**src/rtl/vdma_pkg.sv**
```systemverilog
// rtl/vdma_pkg.sv - shared types, limits and address helper for the VDMA frame ring
package vdma_pkg;

  localparam int MAX_BUF = 16;
  localparam int MAX_RD  = 4;

  // Wide enough to index the largest supported ring.
  typedef logic [$clog2(MAX_BUF)-1:0] point_t;

  // Pointer width for a ring of n buffers; never narrower than one bit.
  function automatic int point_width(input int n);
    return (n > 2) ? $clog2(n) : 1;
  endfunction

  // Reader ports are capped so the busy-mask fan-in stays bounded.
  function automatic bit rd_count_ok(input int n);
    return (n >= 1) && (n <= MAX_RD);
  endfunction

  // Byte address of a buffer; callers truncate to their address width.
  function automatic logic [63:0] point_addr(input logic [63:0] base,
                                             input logic [63:0] stride,
                                             input point_t      p);
    return base + stride * {{(64-$bits(point_t)){1'b0}}, p};
  endfunction

endpackage

```
**src/rtl/vdma_frame_ring_if.sv**
```systemverilog
// rtl/vdma_frame_ring_if.sv - vsync inputs and pointer/address outputs of the frame ring
interface vdma_frame_ring_if
  import vdma_pkg::*;
#(
  parameter int NUM_BUF = 3,
  parameter int NUM_RD  = 2,
  parameter int ASIZE   = 29
);
  localparam int PSIZE = point_width(NUM_BUF);

  logic                    wr_enable;
  logic                    wr_vs;
  logic [NUM_RD-1:0]       rd_vs;
  logic [PSIZE-1:0]        wr_point;
  logic [ASIZE-1:0]        wr_baseaddr;
  logic [PSIZE-1:0]        latest_point;
  logic                    latest_valid;
  logic [NUM_RD*PSIZE-1:0] rd_point;
  logic [NUM_RD*ASIZE-1:0] rd_baseaddr;
  logic [NUM_RD-1:0]       rd_valid;
  logic                    wr_drop;

  modport master (
    output wr_enable, wr_vs, rd_vs,
    input  wr_point, wr_baseaddr, latest_point, latest_valid,
           rd_point, rd_baseaddr, rd_valid, wr_drop
  );

  modport slave (
    input  wr_enable, wr_vs, rd_vs,
    output wr_point, wr_baseaddr, latest_point, latest_valid,
           rd_point, rd_baseaddr, rd_valid, wr_drop
  );

endinterface

```
**src/rtl/vdma_free_pick.sv**
```systemverilog
// rtl/vdma_free_pick.sv - rotating find-first-free over the buffer busy mask
module vdma_free_pick #(
  parameter int NUM_BUF = 3,
  parameter int PSIZE   = 2
) (
  input  logic [NUM_BUF-1:0] busy,
  input  logic [PSIZE-1:0]   start,
  output logic [PSIZE-1:0]   pick,
  output logic               found
);

  // Walk the ring from start, wrapping at NUM_BUF, and keep the first idle slot.
  always_comb begin
    int idx;
    idx   = 0;
    pick  = start;
    found = 1'b0;
    for (int k = 0; k < NUM_BUF; k++) begin
      idx = int'(start) + k;
      if (idx >= NUM_BUF) idx = idx - NUM_BUF;
      if (!found && !busy[idx]) begin
        found = 1'b1;
        pick  = PSIZE'(idx);
      end
    end
  end

endmodule

```
**src/rtl/vdma_frame_ring.sv**
```systemverilog
// rtl/vdma_frame_ring.sv - frame-buffer pointer manager (optional drop counter: VDMA_FRAME_DROP_CNT_EN)
module vdma_frame_ring
  import vdma_pkg::*;
#(
  parameter int          NUM_BUF      = 3,
  parameter int          NUM_RD       = 2,
  parameter int          ASIZE        = 29,
  parameter logic [63:0] BASE_ADDR    = 64'd0,
  parameter logic [31:0] FRAME_STRIDE = 32'h0080_0000
) (
  input  logic             clock,
  input  logic             rst,
  vdma_frame_ring_if.slave bus
`ifdef VDMA_FRAME_DROP_CNT_EN
  ,
  output logic [15:0]      drop_cnt
`endif
);

  localparam int PSIZE = point_width(NUM_BUF);
  localparam bit RD_OK = rd_count_ok(NUM_RD);

  typedef logic [PSIZE-1:0] idx_t;

  function automatic logic [ASIZE-1:0] addr_of(input idx_t p);
    return ASIZE'(point_addr(BASE_ADDR, 64'(FRAME_STRIDE), point_t'(p)));
  endfunction

  // vsync levels are flopped once, then compared with a second copy. Both
  // reset high so a vsync already high at reset release is not an edge.
  logic              wr_vs_r, wr_vs_q, en_r;
  logic [NUM_RD-1:0] rd_vs_r, rd_vs_q;
  logic              wr_ev;
  logic [NUM_RD-1:0] rd_rise;

  idx_t              wr_pt, wr_pt_n, lat_pt, lat_pt_n;
  logic              lat_vld, lat_vld_n;
  idx_t              rd_pt   [NUM_RD];
  idx_t              rd_pt_n [NUM_RD];
  logic [NUM_RD-1:0] rd_vld, rd_vld_n;
  logic [ASIZE-1:0]  wr_addr;
  logic [ASIZE-1:0]  rd_addr [NUM_RD];
  logic              drop, drop_n;

  logic [NUM_BUF-1:0] busy;
  idx_t               start, pick;
  logic               found;

  assign wr_ev   = wr_vs_r & ~wr_vs_q & en_r & RD_OK;
  assign rd_rise = rd_vs_r & ~rd_vs_q;

  // Reader locks sample the pre-commit latest frame; the busy mask then
  // includes those fresh locks so the writer never lands on them.
  always_comb begin
    rd_pt_n  = rd_pt;
    rd_vld_n = rd_vld;
    for (int i = 0; i < NUM_RD; i++) begin
      if (rd_rise[i] && lat_vld) begin
        rd_pt_n[i]  = lat_pt;
        rd_vld_n[i] = 1'b1;
      end
    end
    busy        = '0;
    busy[wr_pt] = 1'b1;
    for (int i = 0; i < NUM_RD; i++) begin
      if (rd_vld_n[i]) busy[rd_pt_n[i]] = 1'b1;
    end
    start = (wr_pt == idx_t'(NUM_BUF - 1)) ? '0 : wr_pt + 1'b1;
  end

  vdma_free_pick #(
    .NUM_BUF (NUM_BUF),
    .PSIZE   (PSIZE)
  ) u_pick (
    .busy  (busy),
    .start (start),
    .pick  (pick),
    .found (found)
  );

  // Writer frame boundary: commit and move on, or drop the frame when every
  // buffer is taken.
  always_comb begin
    wr_pt_n   = wr_pt;
    lat_pt_n  = lat_pt;
    lat_vld_n = lat_vld;
    drop_n    = 1'b0;
    if (wr_ev) begin
      if (found) begin
        lat_pt_n  = wr_pt;
        lat_vld_n = 1'b1;
        wr_pt_n   = pick;
      end else begin
        drop_n = 1'b1;
      end
    end
  end

  // State registers; base addresses are loaded from the same next-point values.
  always_ff @(posedge clock or posedge rst) begin
    if (rst) begin
      wr_vs_r <= 1'b1;
      wr_vs_q <= 1'b1;
      en_r    <= 1'b0;
      rd_vs_r <= '1;
      rd_vs_q <= '1;
      wr_pt   <= '0;
      lat_pt  <= '0;
      lat_vld <= 1'b0;
      rd_vld  <= '0;
      drop    <= 1'b0;
      wr_addr <= addr_of('0);
      for (int i = 0; i < NUM_RD; i++) begin
        rd_pt[i]   <= '0;
        rd_addr[i] <= addr_of('0);
      end
    end else begin
      wr_vs_r <= bus.wr_vs;
      wr_vs_q <= wr_vs_r;
      en_r    <= bus.wr_enable;
      rd_vs_r <= bus.rd_vs;
      rd_vs_q <= rd_vs_r;
      wr_pt   <= wr_pt_n;
      lat_pt  <= lat_pt_n;
      lat_vld <= lat_vld_n;
      rd_vld  <= rd_vld_n;
      drop    <= drop_n;
      wr_addr <= addr_of(wr_pt_n);
      for (int i = 0; i < NUM_RD; i++) begin
        rd_pt[i]   <= rd_pt_n[i];
        rd_addr[i] <= addr_of(rd_pt_n[i]);
      end
    end
  end

`ifdef VDMA_FRAME_DROP_CNT_EN
  // Saturating drop counter, updated together with the wr_drop pulse.
  always_ff @(posedge clock or posedge rst) begin
    if (rst) begin
      drop_cnt <= '0;
    end else if (drop_n && (drop_cnt != 16'hFFFF)) begin
      drop_cnt <= drop_cnt + 16'd1;
    end
  end
`endif

  assign bus.wr_point     = wr_pt;
  assign bus.wr_baseaddr  = wr_addr;
  assign bus.latest_point = lat_pt;
  assign bus.latest_valid = lat_vld;
  assign bus.rd_valid     = rd_vld;
  assign bus.wr_drop      = drop;

  for (genvar g = 0; g < NUM_RD; g++) begin : g_rd_out
    assign bus.rd_point[g*PSIZE +: PSIZE]    = rd_pt[g];
    assign bus.rd_baseaddr[g*ASIZE +: ASIZE] = rd_addr[g];
  end

endmodule

```
**src/flat_wrapper.sv**
```systemverilog
// flat-port wrapper written by rule: the top's interface ports become plain ports
module vdma_frame_ring_flat import vdma_pkg::*;
#(
  parameter int          NUM_BUF      = 3,
  parameter int          NUM_RD       = 2,
  parameter int          ASIZE        = 29,
  parameter logic [63:0] BASE_ADDR    = 64'd0,
  parameter logic [31:0] FRAME_STRIDE = 32'h0080_0000
)
  (clock, rst, bus_wr_enable, bus_wr_vs, bus_rd_vs, bus_wr_point, bus_wr_baseaddr, bus_latest_point, bus_latest_valid, bus_rd_point, bus_rd_baseaddr, bus_rd_valid, bus_wr_drop);
  vdma_frame_ring_if #(.NUM_BUF(NUM_BUF), .NUM_RD(NUM_RD), .ASIZE(ASIZE)) bus_i ();
  input  logic clock;
  input  logic rst;
  input wire logic [$bits(bus_i.wr_enable)-1:0] bus_wr_enable;
  input wire logic [$bits(bus_i.wr_vs)-1:0] bus_wr_vs;
  input wire logic [$bits(bus_i.rd_vs)-1:0] bus_rd_vs;
  output wire logic [$bits(bus_i.wr_point)-1:0] bus_wr_point;
  output wire logic [$bits(bus_i.wr_baseaddr)-1:0] bus_wr_baseaddr;
  output wire logic [$bits(bus_i.latest_point)-1:0] bus_latest_point;
  output wire logic [$bits(bus_i.latest_valid)-1:0] bus_latest_valid;
  output wire logic [$bits(bus_i.rd_point)-1:0] bus_rd_point;
  output wire logic [$bits(bus_i.rd_baseaddr)-1:0] bus_rd_baseaddr;
  output wire logic [$bits(bus_i.rd_valid)-1:0] bus_rd_valid;
  output wire logic [$bits(bus_i.wr_drop)-1:0] bus_wr_drop;
  assign bus_i.wr_enable = bus_wr_enable;
  assign bus_i.wr_vs = bus_wr_vs;
  assign bus_i.rd_vs = bus_rd_vs;
  assign bus_wr_point = bus_i.wr_point;
  assign bus_wr_baseaddr = bus_i.wr_baseaddr;
  assign bus_latest_point = bus_i.latest_point;
  assign bus_latest_valid = bus_i.latest_valid;
  assign bus_rd_point = bus_i.rd_point;
  assign bus_rd_baseaddr = bus_i.rd_baseaddr;
  assign bus_rd_valid = bus_i.rd_valid;
  assign bus_wr_drop = bus_i.wr_drop;
  vdma_frame_ring #(.NUM_BUF(NUM_BUF), .NUM_RD(NUM_RD), .ASIZE(ASIZE), .BASE_ADDR(BASE_ADDR), .FRAME_STRIDE(FRAME_STRIDE)) u_core (.clock(clock), .rst(rst), .bus(bus_i));
endmodule
```
**config.mk**
```make
export PLATFORM = sky130hd
export DESIGN_NAME = vdma_frame_ring_flat
export DESIGN_NICKNAME = d
export VERILOG_FILES = /design/src/rtl/vdma_pkg.sv /design/src/rtl/vdma_frame_ring_if.sv /design/src/rtl/vdma_free_pick.sv /design/src/rtl/vdma_frame_ring.sv /design/src/flat_wrapper.sv
export SDC_FILE = /design/constraint.sdc
export NUM_CORES = 1
export LEC_CHECK = 0
export CELL_PAD_IN_SITES_DETAIL_PLACEMENT = 0
export CELL_PAD_IN_SITES_GLOBAL_PLACEMENT = 2
export CORE_UTILIZATION = 21
export DETAILED_ROUTE_END_ITERATION = 6
export GPL_ROUTABILITY_DRIVEN = 0
export PLACE_DENSITY_LB_ADDON = 0.15
export SYNTH_ARGS = -nofsm -noshare
export SYNTH_HDL_FRONTEND = slang
export SYNTH_SLANG_ARGS = --single-unit
```
**constraint.sdc**
```tcl
create_clock -name clock -period 3.4 [get_ports clock]
set_input_delay 0.68 -clock clock [delete_from_list [all_inputs] [get_ports clock]]
set_output_delay 0.68 -clock clock [all_outputs]
set_load 0.1 [all_outputs]
```
==> out/results.ini <==
[timing]
period_needed_ps=1900
rsz0062_at_grt=false
setup_tns_ps=0
holdWs_ps=377
hold_viol=0
worst_slew_pin_slew_ps=744
finalCritPeriodShare_pct=55.9
relSlewSlack_pct=50.3
finalClockSkew_ps=8.30
setup_viol=0
report.final.slew_viol_count=0
fmax_mhz=526

[cts]
cts_sinks=19
cts_hold_buf=0
cts_tree=yes
h-tree-depth=1
path_clk_slew_ps=80
post_cts_buffers=0
clkLatencyLatePin_ps=260
clock-root-buffer=clkbuf_8
numCtsBuffers=3
cts_buffer_depth=2
ctsResizeCount=0

[critical_path]
path_class=reg -> reg
regToRegStartpoint=u_core.rd_vs_q[0]
startpoint_type=flip-flop
crit_start=u_core.rd_vs_q[0]
path_max_fanout=6
crit_path_end_kind=flip-flop
worst_ep_required_time_ps=3540
worst_ep_arrival_time_ps=2040

[routing]
vias=942
avgViaCountPerCell=3.34
firstDrtPassIters=3
routedWlPerCell_um=9.40
drt_iter0_markers=14
route.detailed.drc=0
final_antenna_net_count=0
routed_wirelength_um=2650

[min_path]
hp-class=reg -> reg
hold_path.startpoint=u_core.wr_vs_r

[floorplanning]
start_util_pct=21.9
die_w_um=89.2
core_area_um2=7290
rows=31
die_y_um=89.2
dieArea_um2=7960
ios=105

[flow_run]
drv_cap=0

[global_route]
grt_max_degree=20
grt_pass1_vias=841
overflow=0
antenna_found_initial=0
grt_pass1_wl_um=4150
grt_util_all_layers_pct=7.02

[place]
port-buffer-count=23
place_hpwl_um=2120
dp.cells=278

[synthesis]
yosysTopAreaCell=buf_4
synth.most_common_cell=buf_4
synth-warning-count=0
ys_seq_elements=19
synth_cell_types=38
yosysSeqAreaShare_pct=30.2
postSynthCellCount=163
synth_commonest_cells=87 x buf_4, 13 x dfrtp_1, 6 x dfstp_2, 6 x nand2b_1, 4 x o21ai_0
syn_area_per_cell_um2=9.80
synth.area.top_cells=buf_4 41%, dfrtp_1 20%, dfstp_2 9.9%
synth_top_area_share_pct=40.9
synth_flop_cell=dfrtp_1
syn-cell-area_um2=1600
async_flop_share_pct=100
synth-edff-count=0

[finish]
num-nets-final=190
drive_gt1_share_pct=21.3
finalNonFillerCells=282
num_antenna_cells=0
fillCellCount=814
area_growth_pct=0.156
utilization_pct=21.9

[outcome]
outcome=complete, no violations

==> flip-flops by register name, indices dropped and copies added (netlist names) <==
register,count
u_core.rd_vs_q,2
u_core.bus.rd_point,2
u_core.wr_vs_q,1
u_core.bus.rd_baseaddr,2
u_core.rd_vs_r,2
u_core.bus.wr_drop,1
u_core.bus.wr_point,2
u_core.bus.rd_valid,2
u_core.en_r,1
u_core.wr_vs_r,1
u_core.bus.latest_point,2
u_core.bus.latest_valid,1
==> cell type report <==
class,instances,area (µm²),share of cell area [%]
Clock buffer,3,41.3,2.58
Clock inverter,1,5.00,0.313
Inverter,2,7.51,0.469
Multi-Input combinational cell,135,754,47.1
Sequential cell,19,483,30.2
Tap cell,99,124,7.74
Timing Repair Buffer,23,185,11.6
==> stage by stage <==
stage                     setup WS, ps  instance area (µm²)
after detailed placement          1520                 1550
after floorplan                   1110                 1900
final                             1500                 1600
after global placement            1520                 1550
after CTS                         1490                 1600
after global routing              1260                 1600
==> worst max-delay path, stage by stage, from the launching register on <==
cell	delay, ps
dfstp_2	530
nand3b_4	160
mux2i_1	340
o2111ai_4	200
nor2_2	170
a211oi_2	60
o32a_1	310
==> cell usage in the layout (no fill, tap or decap), drive strengths merged, types with 2 or more instances in the layout <==
master and n:
nand2b 6, clkbuf 3, nand2 3, mux2 3, o21ai 7, nand3b 4, buf 18, and4bb 2
nand3 2, dfstp 6, and2 2, dfrtp 13, a211oi 3, and4b 2, conb 81, nor2 4
clkdlybuf4s50 5, inv 2
==> cells by family (layout without fill, tap and decap cells) <==
kind of cell / after synthesis / count (layout) / share of synthesized area, %
other: 1 / 81 / 0.235
AND/OR/NAND/NOR: 29 / 29 / 13.2
AO/OA/AOI/OAI: 21 / 21 / 12.1
flip-flops: 19 / 19 / 30.2
multiplexers: 4 / 4 / 2.98
buffers and inverters: 89 / 29 / 41.3
==> path summary, 6_finish.rpt <==
path                                                   end  slack, ps  depth (start not counted)
min in group asynchronous       u_core.bus.rd_baseaddr[52]        850                          2
worst max register to register  u_core.bus.latest_point[1]       1500                          6
worst max-delay path            u_core.bus.latest_point[1]       1500                          6
worst min register to register              u_core.wr_vs_q        380                          0
worst min-delay path                        u_core.wr_vs_q        380                          0
max in group asynchronous           u_core.bus.wr_point[0]       2080                          2
==> per-layer routing <==
metal	vias to the layer above	track usage, %	wire length [µm]
met1	460	7.74	995
met2	59	13.0	1430
met5	-	0	0
met4	0	2.31	22
met3	4	1.94	200
li1	419	-	-
Power is not shown: default switching activity piles up to over one toggle a cycle in this logic, so the estimate is an artifact.
